## src/rtl/bcd_down_timer_pkg.sv

```systemverilog
// Shared types and constants for the BCD countdown timer.
package bcd_down_timer_pkg;

  typedef enum logic [1:0] {
    IDLE    = 2'd0,
    RUN     = 2'd1,
    PAUSE   = 2'd2,
    EXPIRED = 2'd3
  } state_t;

  localparam logic [3:0] BCD_MAX = 4'd9;

  function automatic logic [3:0] clamp_bcd(input logic [3:0] d);
    return (d > BCD_MAX) ? BCD_MAX : d;
  endfunction

endpackage

```

## src/rtl/bcd_down_digit.sv

```systemverilog
// One BCD digit of the countdown chain: loads a clamped value, decrements with wrap 0->9.
module bcd_down_digit
  import bcd_down_timer_pkg::*;
(
  input  logic       clk,
  input  logic       rst,
  input  logic       load,
  input  logic [3:0] load_val,
  input  logic       dec_in,
  output logic [3:0] digit,
  output logic       borrow_out
);

  logic [3:0] digit_q;

  always_ff @(posedge clk) begin
    if (rst) begin
      digit_q <= '0;
    end else if (load) begin
      digit_q <= clamp_bcd(load_val);
    end else if (dec_in) begin
      digit_q <= (digit_q == 4'd0) ? BCD_MAX : digit_q - 4'd1;
    end
  end

  assign digit      = digit_q;
  assign borrow_out = dec_in && (digit_q == 4'd0);

endmodule

```

## src/rtl/bcd_down_timer.sv

```systemverilog
// Multi-digit BCD countdown timer with prescaler, pause and registered DONE pulse.
// Optional macro BCD_TIMER_AUTO_RELOAD_EN: reload the last preset on expiry and keep running.
module bcd_down_timer
  import bcd_down_timer_pkg::*;
#(
  parameter int unsigned DIGITS   = 4,
  parameter int unsigned TICK_DIV = 100000000
) (
  input  logic                clk,
  input  logic                rst,
  input  logic                LOAD,
  input  logic [4*DIGITS-1:0] PRESET,
  input  logic                START,
  output logic [4*DIGITS-1:0] COUNT,
  output logic                RUNNING,
  output logic                DONE,
  output logic                ZERO
);

  localparam int unsigned CW = 4 * DIGITS;
  localparam int unsigned PW = (TICK_DIV > 1) ? $clog2(TICK_DIV) : 1;
  localparam logic [PW-1:0] PRESC_MAX = PW'(TICK_DIV - 1);

  state_t          state, state_next;
  logic [PW-1:0]   presc;
  logic [DIGITS:0] borrow;
  logic [CW-1:0]   count, load_val, reload_val;
  logic            tick, expire_evt, underflow, digit_load, reload_ok;
  logic            done_arm, done_q, running_q;

`ifdef BCD_TIMER_AUTO_RELOAD_EN
  logic [CW-1:0] preset_keep;

  always_ff @(posedge clk) begin
    if (rst) begin
      preset_keep <= '0;
    end else if (LOAD) begin
      preset_keep <= PRESET;
    end
  end

  assign reload_ok  = (preset_keep != '0);
  assign reload_val = preset_keep;
`else
  assign reload_ok  = 1'b0;
  assign reload_val = '0;
`endif

  assign ZERO       = (count == '0);
  assign tick       = (state == RUN) && START && (presc == PRESC_MAX);
  assign expire_evt = tick && (count == CW'(1));

  // A borrow out of the top digit means a tick hit an all-zero count: instead of
  // wrapping, the chain is reloaded (stored preset with auto-reload, else zero).
  assign borrow[0]  = tick;
  assign underflow  = borrow[DIGITS];
  assign digit_load = LOAD || underflow;
  assign load_val   = LOAD ? PRESET : reload_val;

  for (genvar g = 0; g < DIGITS; g++) begin : g_digit
    bcd_down_digit u_digit (
      .clk        (clk),
      .rst        (rst),
      .load       (digit_load),
      .load_val   (load_val[4*g +: 4]),
      .dec_in     (borrow[g]),
      .digit      (count[4*g +: 4]),
      .borrow_out (borrow[g+1])
    );
  end

  always_comb begin
    state_next = state;
    case (state)
      IDLE:    if (START && !ZERO) state_next = RUN;
      RUN: begin
        if (!START)                       state_next = PAUSE;
        else if (expire_evt && !reload_ok) state_next = EXPIRED;
      end
      PAUSE:   if (START)  state_next = RUN;
      EXPIRED: if (!START) state_next = IDLE;
      default: state_next = IDLE;
    endcase
    if (LOAD) state_next = IDLE;
  end

  always_ff @(posedge clk) begin
    if (rst) begin
      state     <= IDLE;
      presc     <= '0;
      running_q <= 1'b0;
      done_arm  <= 1'b0;
      done_q    <= 1'b0;
    end else begin
      state     <= state_next;
      running_q <= (state_next == RUN);
      if (LOAD) begin
        presc    <= '0;
        done_arm <= 1'b0;
        done_q   <= 1'b0;
      end else begin
        if ((state == RUN) && START) begin
          presc <= tick ? '0 : presc + 1'b1;
        end
        done_arm <= expire_evt;
        done_q   <= done_arm;
      end
    end
  end

  assign COUNT   = count;
  assign RUNNING = running_q;
  assign DONE    = done_q;

endmodule

```

## config.mk

```make
export PLATFORM = sky130hd
export DESIGN_NAME = bcd_down_timer
export DESIGN_NICKNAME = d
export VERILOG_FILES = /design/src/rtl/bcd_down_timer_pkg.sv /design/src/rtl/bcd_down_digit.sv /design/src/rtl/bcd_down_timer.sv
export SDC_FILE = /design/constraint.sdc
export NUM_CORES = 1
export LEC_CHECK = 0
export CAP_MARGIN = 20
export CORE_MARGIN = 5
export CORE_UTILIZATION = 45
export DETAILED_ROUTE_END_ITERATION = 10
export GPL_ROUTABILITY_DRIVEN = 0
export HOLD_SLACK_MARGIN = 0.12
export PLACE_DENSITY = 0.79
export SETUP_SLACK_MARGIN = 0.3
export SYNTH_ARGS = -nofsm -noshare
export SYNTH_HDL_FRONTEND = slang
export SYNTH_SLANG_ARGS = --single-unit
```

## constraint.sdc

```tcl
create_clock -name clk -period 3.6 [get_ports clk]
set_clock_uncertainty 0.15 [all_clocks]
set_input_delay 0.72 -clock clk [delete_from_list [all_inputs] [get_ports clk]]
set_output_delay 0.72 -clock clk [all_outputs]
set_load 0.02 [all_outputs]
```

==> results of run 1 <==
-- placed cells by master, fill, tap and decap left out, drive strengths merged, types with 2 or more instances in the layout --
master,count
nor3,8
o31ai,4
nor2,37
a21o,3
xor2,15
clkdlybuf4s50,37
clkbuf,6
nand3,16
inv,13
or3,9
or4,9
dfxtp,48
nand3b,2
a311oi,3
a211o,2
a21oi,17
nor4b,4
xnor2,5
nand2,25
nand4,11
nor4,8
o311a,2
a211oi,3
buf,5
o21ai,17
and2,5
a31oi,6
nand4b,3
and4,5
and3,3
or2,3
nor4bb,2
-- through the flow --
stage          instances  total power [mW]  utilization
6_report             424              1.02        0.564
5_1_grt              424              1.07        0.564
4_1_cts              423              1.02        0.561
3_5_place_dp         416             0.724        0.547
3_3_place_gp         416             0.722        0.547
2_1_floorplan        315             0.657            -
-- worst max-delay path, cell delays in order (launching register included) --
cell           delay (ps)
dfxtp_1               420
nor4_4                390
nand3_1               200
or3_1                 420
inv_2                 160
dlygate4sd2_1         350
-- flip-flops by register name, indices dropped and copies added, names as in the netlist --
name / flops
DONE: 1
presc: 27
done_arm: 1
g_digit.u_digit.digit: 16
RUNNING: 1
state: 2
-- area by class of cell --
| type | instances | area, sq um | share of cell area |
|---|---|---|---|
| Inverter | 13 | 48.8 | 0.0155 |
| Sequential cell | 48 | 961 | 0.306 |
| Tap cell | 72 | 90.1 | 0.0287 |
| Clock buffer | 6 | 72.6 | 0.0231 |
| Timing Repair Buffer | 43 | 417 | 0.133 |
| Clock inverter | 1 | 5.00 | 0.00159 |
| Multi-Input combinational cell | 241 | 1550 | 0.493 |
-- synthesized netlist by cell type (all sizes together), types with 9 or more instances --
cell type,instances,share of area
nand3,16,0.031
inv,13,0.019
nand4,11,0.032
xor2,15,0.050
a21oi,17,0.033
nand2,25,0.036
or3,9,0.022
or4,9,0.026
clkbuf,9,0.013
dfxtp,48,0.37
o21ai,17,0.033
nor2,37,0.053
-- final timing paths --
kind	endpoint	cells after the start
min reg2reg	DONE$_SDFF_PP0_	1
max reg2reg	g_digit[3].u_digit.digit[3]$_SDFFE_PP0P_	5
max	ZERO	5
min	DONE$_SDFF_PP0_	1
-- cells by family (layout without fill, tap and decap cells) --
group / after synthesis / count (layout)
multiplexers: 1 / 1
buffers and inverters: 26 / 63
flip-flops: 48 / 48
adder cells (fa/ha/maj): 1 / 1
AND/OR/NAND/NOR: 153 / 153
XOR/XNOR: 20 / 20
AO/OA/AOI/OAI: 66 / 66
-- per-layer routing --
metal  track usage  wire length (um)
met1         0.254              3000
met2         0.269              2940
met3        0.0346               338
met4        0.0604               114
met5             0                 0
-- power groups by stage --
stage | logic, mW | clock network, mW | registers [mW]
2_1_floorplan | 0.0702 | 0 | 0.587
3_3_place_gp | 0.145 | 0 | 0.577
3_5_place_dp | 0.146 | 0 | 0.578
4_1_cts | 0.146 | 0.311 | 0.566
5_1_grt | 0.163 | 0.335 | 0.571
6_report | 0.150 | 0.306 | 0.568
-- timing repair --
item | CTS | global route
setup endpoints to repair | 1 | 1
buffers inserted | 0 | 1
gates resized for setup | 1 | 2
pin swaps | 0 | 1
==> impl_results.md, run 1 <==
* Run status: complete, no violations
* Post-synth EDFFs at 0
* Final Hold Viols at 0
* H-tree depth at 2
* Sequential area share after synthesis at 0.368
* Max_slew headroom at 0.608
* Vias in the first global route at 2182
* Detailed placement HPWL at between 4 and 5 mm
* DR WL/cell at 15.1 um
* Hold_sp: done_arm$_SDFF_PP0_
* Die width at between 80 and 90 um
* Filler Cells Inserted at 520
* Area after DPL at between 3000 and 4000 sq um
* Maximum Capacitance Violations at 0
* Flop pwr share at 0.555
* NetSw at 0.273 mW
* Nets at 373
* Die height at about 86 um
* Initial antenna violation count at 0
* Clock Path Buffers at 2
* Synth cell types at between 50 and 60
* Row cnt at 27
* Mux share of post-synthesis cell area at 0.00384
* Sw Share at 0.267
* YS warnings at 0
* Clock power frac at 0.299
* Adder-Cell Fraction of Synth Area at 0.00480
* Mean post-synth cell area at 8.28 sq um
* Detailed Route WL at 6.39 mm
* Total grt overflow at 0
* GR Util All Layers at 0.179
* Syn Std Cell Area at 2610 sq um
* Comb pwr share at 0.146
* Leakage at 1.09 nW
* Period utilization at 0.863
* Post-synthesis net count at 336
* Unrepaired setup endpoints after global routing: no
* Setup TNS at 0 ps
* Min cycle time layout at 3110 ps
* Cells after Synth at between 300 and 400
* Diodes inserted at 0
* Synth Area in Compound Gates at 0.162
* Share of layout cells above drive strength 1 at 0.0682
* CTS root buf: clkbuf_8
* CTS clk-pin slew, worst paths at 80 ps
* CTS tree: yes
* CP required at 2730 ps
* Setup crit start kind: flop
* Core area at 5570 sq um
* Pwr Density at approximately 330 nW/um^2
* Antenna viol nets, final at 0
* Final worst slack at between 400 and 500 ps
* R2R Path Start: presc[12]$_SDFFE_PP0P_
* Ys flop type: dfxtp_1
* Worst Setup SP: g_digit[0].u_digit.digit[3]$_SDFFE_PP0P_
* Setup WS pre-CTS at 450 ps
* Hold buffer count at cts at 0
* Vias per cell at 5.80
* Post-synthesis xor/xnor area fraction at 0.0671
* Worst-margin pin slew at 587 ps
* CP Capture Type: output port
* FFs w/ async S/R, synth at 0
* Synth Area in Simple Gates at 0.353
* DRC viols at 0
* Peak supply drop at approximately 0.22 mV
* Max-slew violation count at 0
* First-pass GRT wire length at 10.8 mm
* Kind of critical path: reg2out
* Largest family of logic cells by synthesized area: simple AND/OR/NAND/NOR gates
* Detailed Route Iter0 Violations at 207
* Worst Path Arrival at 2240 ps
* Hold slack final at 287 ps
* Pre-antenna DRT Iters at 4
* Die ar. at 7420 sq um
* P&R area growth vs syn at 20.5%
* Synthesized flop and latch total at 48
* Clock sink count at between 40 and 50
* Initial Util at 0.468
* R2R Setup Slk at 1260 ps
* Crit-path max FO at 9
* Post-route cell area at between 3000 and 4000 sq um
* Hold Path Class: reg2reg
* Num CTS Buffers at 5
* Largest net degree at the start of global routing at 25
* Via count at 2458
* Setup violations, final at 0
* Peak Freq at 322 MHz
* IO Count at 39
* Internal power at approximately 0.75 mW
* Port buffer count at 38
* Clock Latency Late Sink at roughly 300 ps
(Power assumes the default switching activity.)
==> run 2: changes to the inputs <==
Settings changed: REMOVE_ABC_BUFFERS set to 1.
==> impl_results.md, run 2 (synthesis results as in run 1) <==
* Finished Layout Cells at 425 (was 424)
* Total grt overflow at 0 (unchanged)
* Die ar. at 7420 sq um (unchanged)
* H-tree depth at 2 (unchanged)
* CTS clk-pin slew, worst paths at 90 ps (was 80 ps)
* Initial antenna violation count at 0 (unchanged)
* Detailed Route Iter0 Violations at 190 (was 207)
* Peak supply drop at 0.223 mV (was 0.219 mV)
* Most common cell after layout, fill and taps aside: dfxtp_1 (unchanged)
* Most used routing layer: met2 (unchanged)
* Largest net degree at the start of global routing at 25 (unchanged)
* Nets at 373 (unchanged)
* Worst Path Arrival at 2270 ps (was 2240 ps)
* Diodes inserted at 0 (unchanged)
* P&R area growth vs syn at 21.4% (was 20.5%)
* GRT met3 Usage at 0.0336 (was 0.0346)
* Maximum Capacitance Violations at 0 (unchanged)
* Met1 usage at 0.256 (was 0.254)
* Share of layout cells above drive strength 1 at 0.0737 (was 0.0682)
* DR WL/cell at 15.3 um (was 15.1 um)
* Final Hold Viols at 0 (unchanged)
* GR Util All Layers at 0.181 (was 0.179)
* Reg area at 961 sq um (unchanged)
* Via count at 2482 (was 2458)
* Clock sink count at 48 (unchanged)
* Commonest non-fill, non-tap cells in the layout: 48 x dfxtp_1, 37 x nor2_1, 37 x clkdlybuf4s50_1 (unchanged)
* Multi-input logic area at 1540 sq um (was 1550 sq um)
* Setup violations, final at 0 (unchanged)
* Die width at 86.1 um (unchanged)
* Pre-antenna DRT Iters at 4 (unchanged)
* Num CTS Buffers at 5 (unchanged)
* Most flops, register: presc (unchanged)
* Kind of critical path: reg2out (unchanged)
* Max_slew headroom at 0.601 (was 0.608)
* Crit-path max FO at 8 (was 9)
* Hold Path Class: reg2reg (unchanged)
* Clock Latency Late Sink at 310 ps (was 300 ps)
* Max-slew violation count at 0 (unchanged)
* Antenna viol nets, final at 0 (unchanged)
* Worst-margin pin slew at 598 ps (was 587 ps)
* Pwr Density at 350 nW/um^2 (was 326 nW/um^2)
* Core area at 5570 sq um (unchanged)
* Min cycle time layout at 3140 ps (was 3110 ps)
* Detailed placement HPWL at 4.68 mm (was 4.67 mm)
* Die height at 86.1 um (unchanged)
* Peak Freq at 318 MHz (was 322 MHz)
* Clock Path Buffers at 2 (unchanged)
* Run status: complete, no violations (unchanged)
* Max FFs per register at 27 (unchanged)
* Setup crit start kind: flop (unchanged)
* Unrepaired setup endpoints after global routing: no (unchanged)
* CTS tree: yes (unchanged)
* Inst Count DP at 416 (unchanged)
* Vias in the first global route at 2329 (was 2182)
* Initial Util at 0.468 (unchanged)
* First-pass GRT wire length at 11.0 mm (was 10.8 mm)
* Period utilization at 0.873 (was 0.863)
* CP required at 2730 ps (about the same)
* IO Count at 39 (unchanged)
* Leakage at 1.10 nW (was 1.09 nW)
* Setup TNS at 0 ps (unchanged)
* Detailed Route WL at 6.52 mm (was 6.39 mm)
* Filler Cells Inserted at 528 (was 520)
* Row cnt at 27 (unchanged)
* CP Capture Type: output port (unchanged)
* Met2 usage at 0.269 (unchanged)
* Hold buffer count at cts at 0 (unchanged)
* Port buffer count at 38 (unchanged)
* CTS root buf: clkbuf_8 (unchanged)
* Vias per cell at 5.84 (was 5.80)
* DRC viols at 0 (unchanged)
run 2: changes by cell type in the layout (fill, tap and decap cells not counted), sizes merged:
cell / delta
bufinv: +1
clkinvlp: +1
clkbuf: -1
run 2: final timing paths:
check                                                 from                                  endpoint  slack, ps  cells past startpoint
setup / recovery  g_digit[1].u_digit.digit[3]$_SDFFE_PP0P_                                      ZERO        460                      5
hold / removal                         done_arm$_SDFF_PP0_                           DONE$_SDFF_PP0_        310                      1
setup reg to reg                    presc[12]$_SDFFE_PP0P_  g_digit[0].u_digit.digit[3]$_SDFFE_PP0P_       1250                      5
hold reg to reg                        done_arm$_SDFF_PP0_                           DONE$_SDFF_PP0_        310                      1
run 2: worst max-delay path, stage by stage, from the launching register on:
cell and delay, ps:
dfxtp_1 370, nor4_2 420, nand3_1 210, or3_1 430, inv_2 170, dlygate4sd2_1 360
run 2: routing by layer:
metal  vias to the layer above  part of all wire
met2                        81              0.45
met5                         -                 0
met4                         0             0.017
met1                      1156              0.48
li1                       1236                 -
met3                         9             0.055
run 2: area by class of cell:
class / instances / area share
tap: 72 / 0.0284
timing repair buffer: 43 / 0.132
inverter: 13 / 0.0154
multi-input combinational: 241 / 0.486
clock buffer: 5 / 0.0217
clock inverter: 3 / 0.0134
sequential: 48 / 0.303
run 2: per-stage QoR:
stage	cell area (sq um)	setup slack [ps]	utilization	hold slack, ps	total power [mW]
final	3170	458	0.568	306	1.11
after global routing	3170	327	0.568	322	1.16
after CTS	3160	388	0.567	306	1.11
after floorplan	2550	1160	-	256	0.649
after detailed placement	3050	458	0.547	285	0.723
after global placement	3050	542	0.547	284	0.721
run 2: what timing repair did:
action | in CTS | in global routing
setup endpoints to repair | 1 | 1
pin swaps | 0 | 1
gates resized for setup | 1 | 1
hold endpoints to repair | 0 | 0
buffers inserted | 0 | 1
run 2: power breakdown:
group          switching (mW)  internal [mW]  leakage (nW)
registers              0.0234          0.543         0.390
logic                  0.0747         0.0737         0.654
clock network           0.188          0.206        0.0541
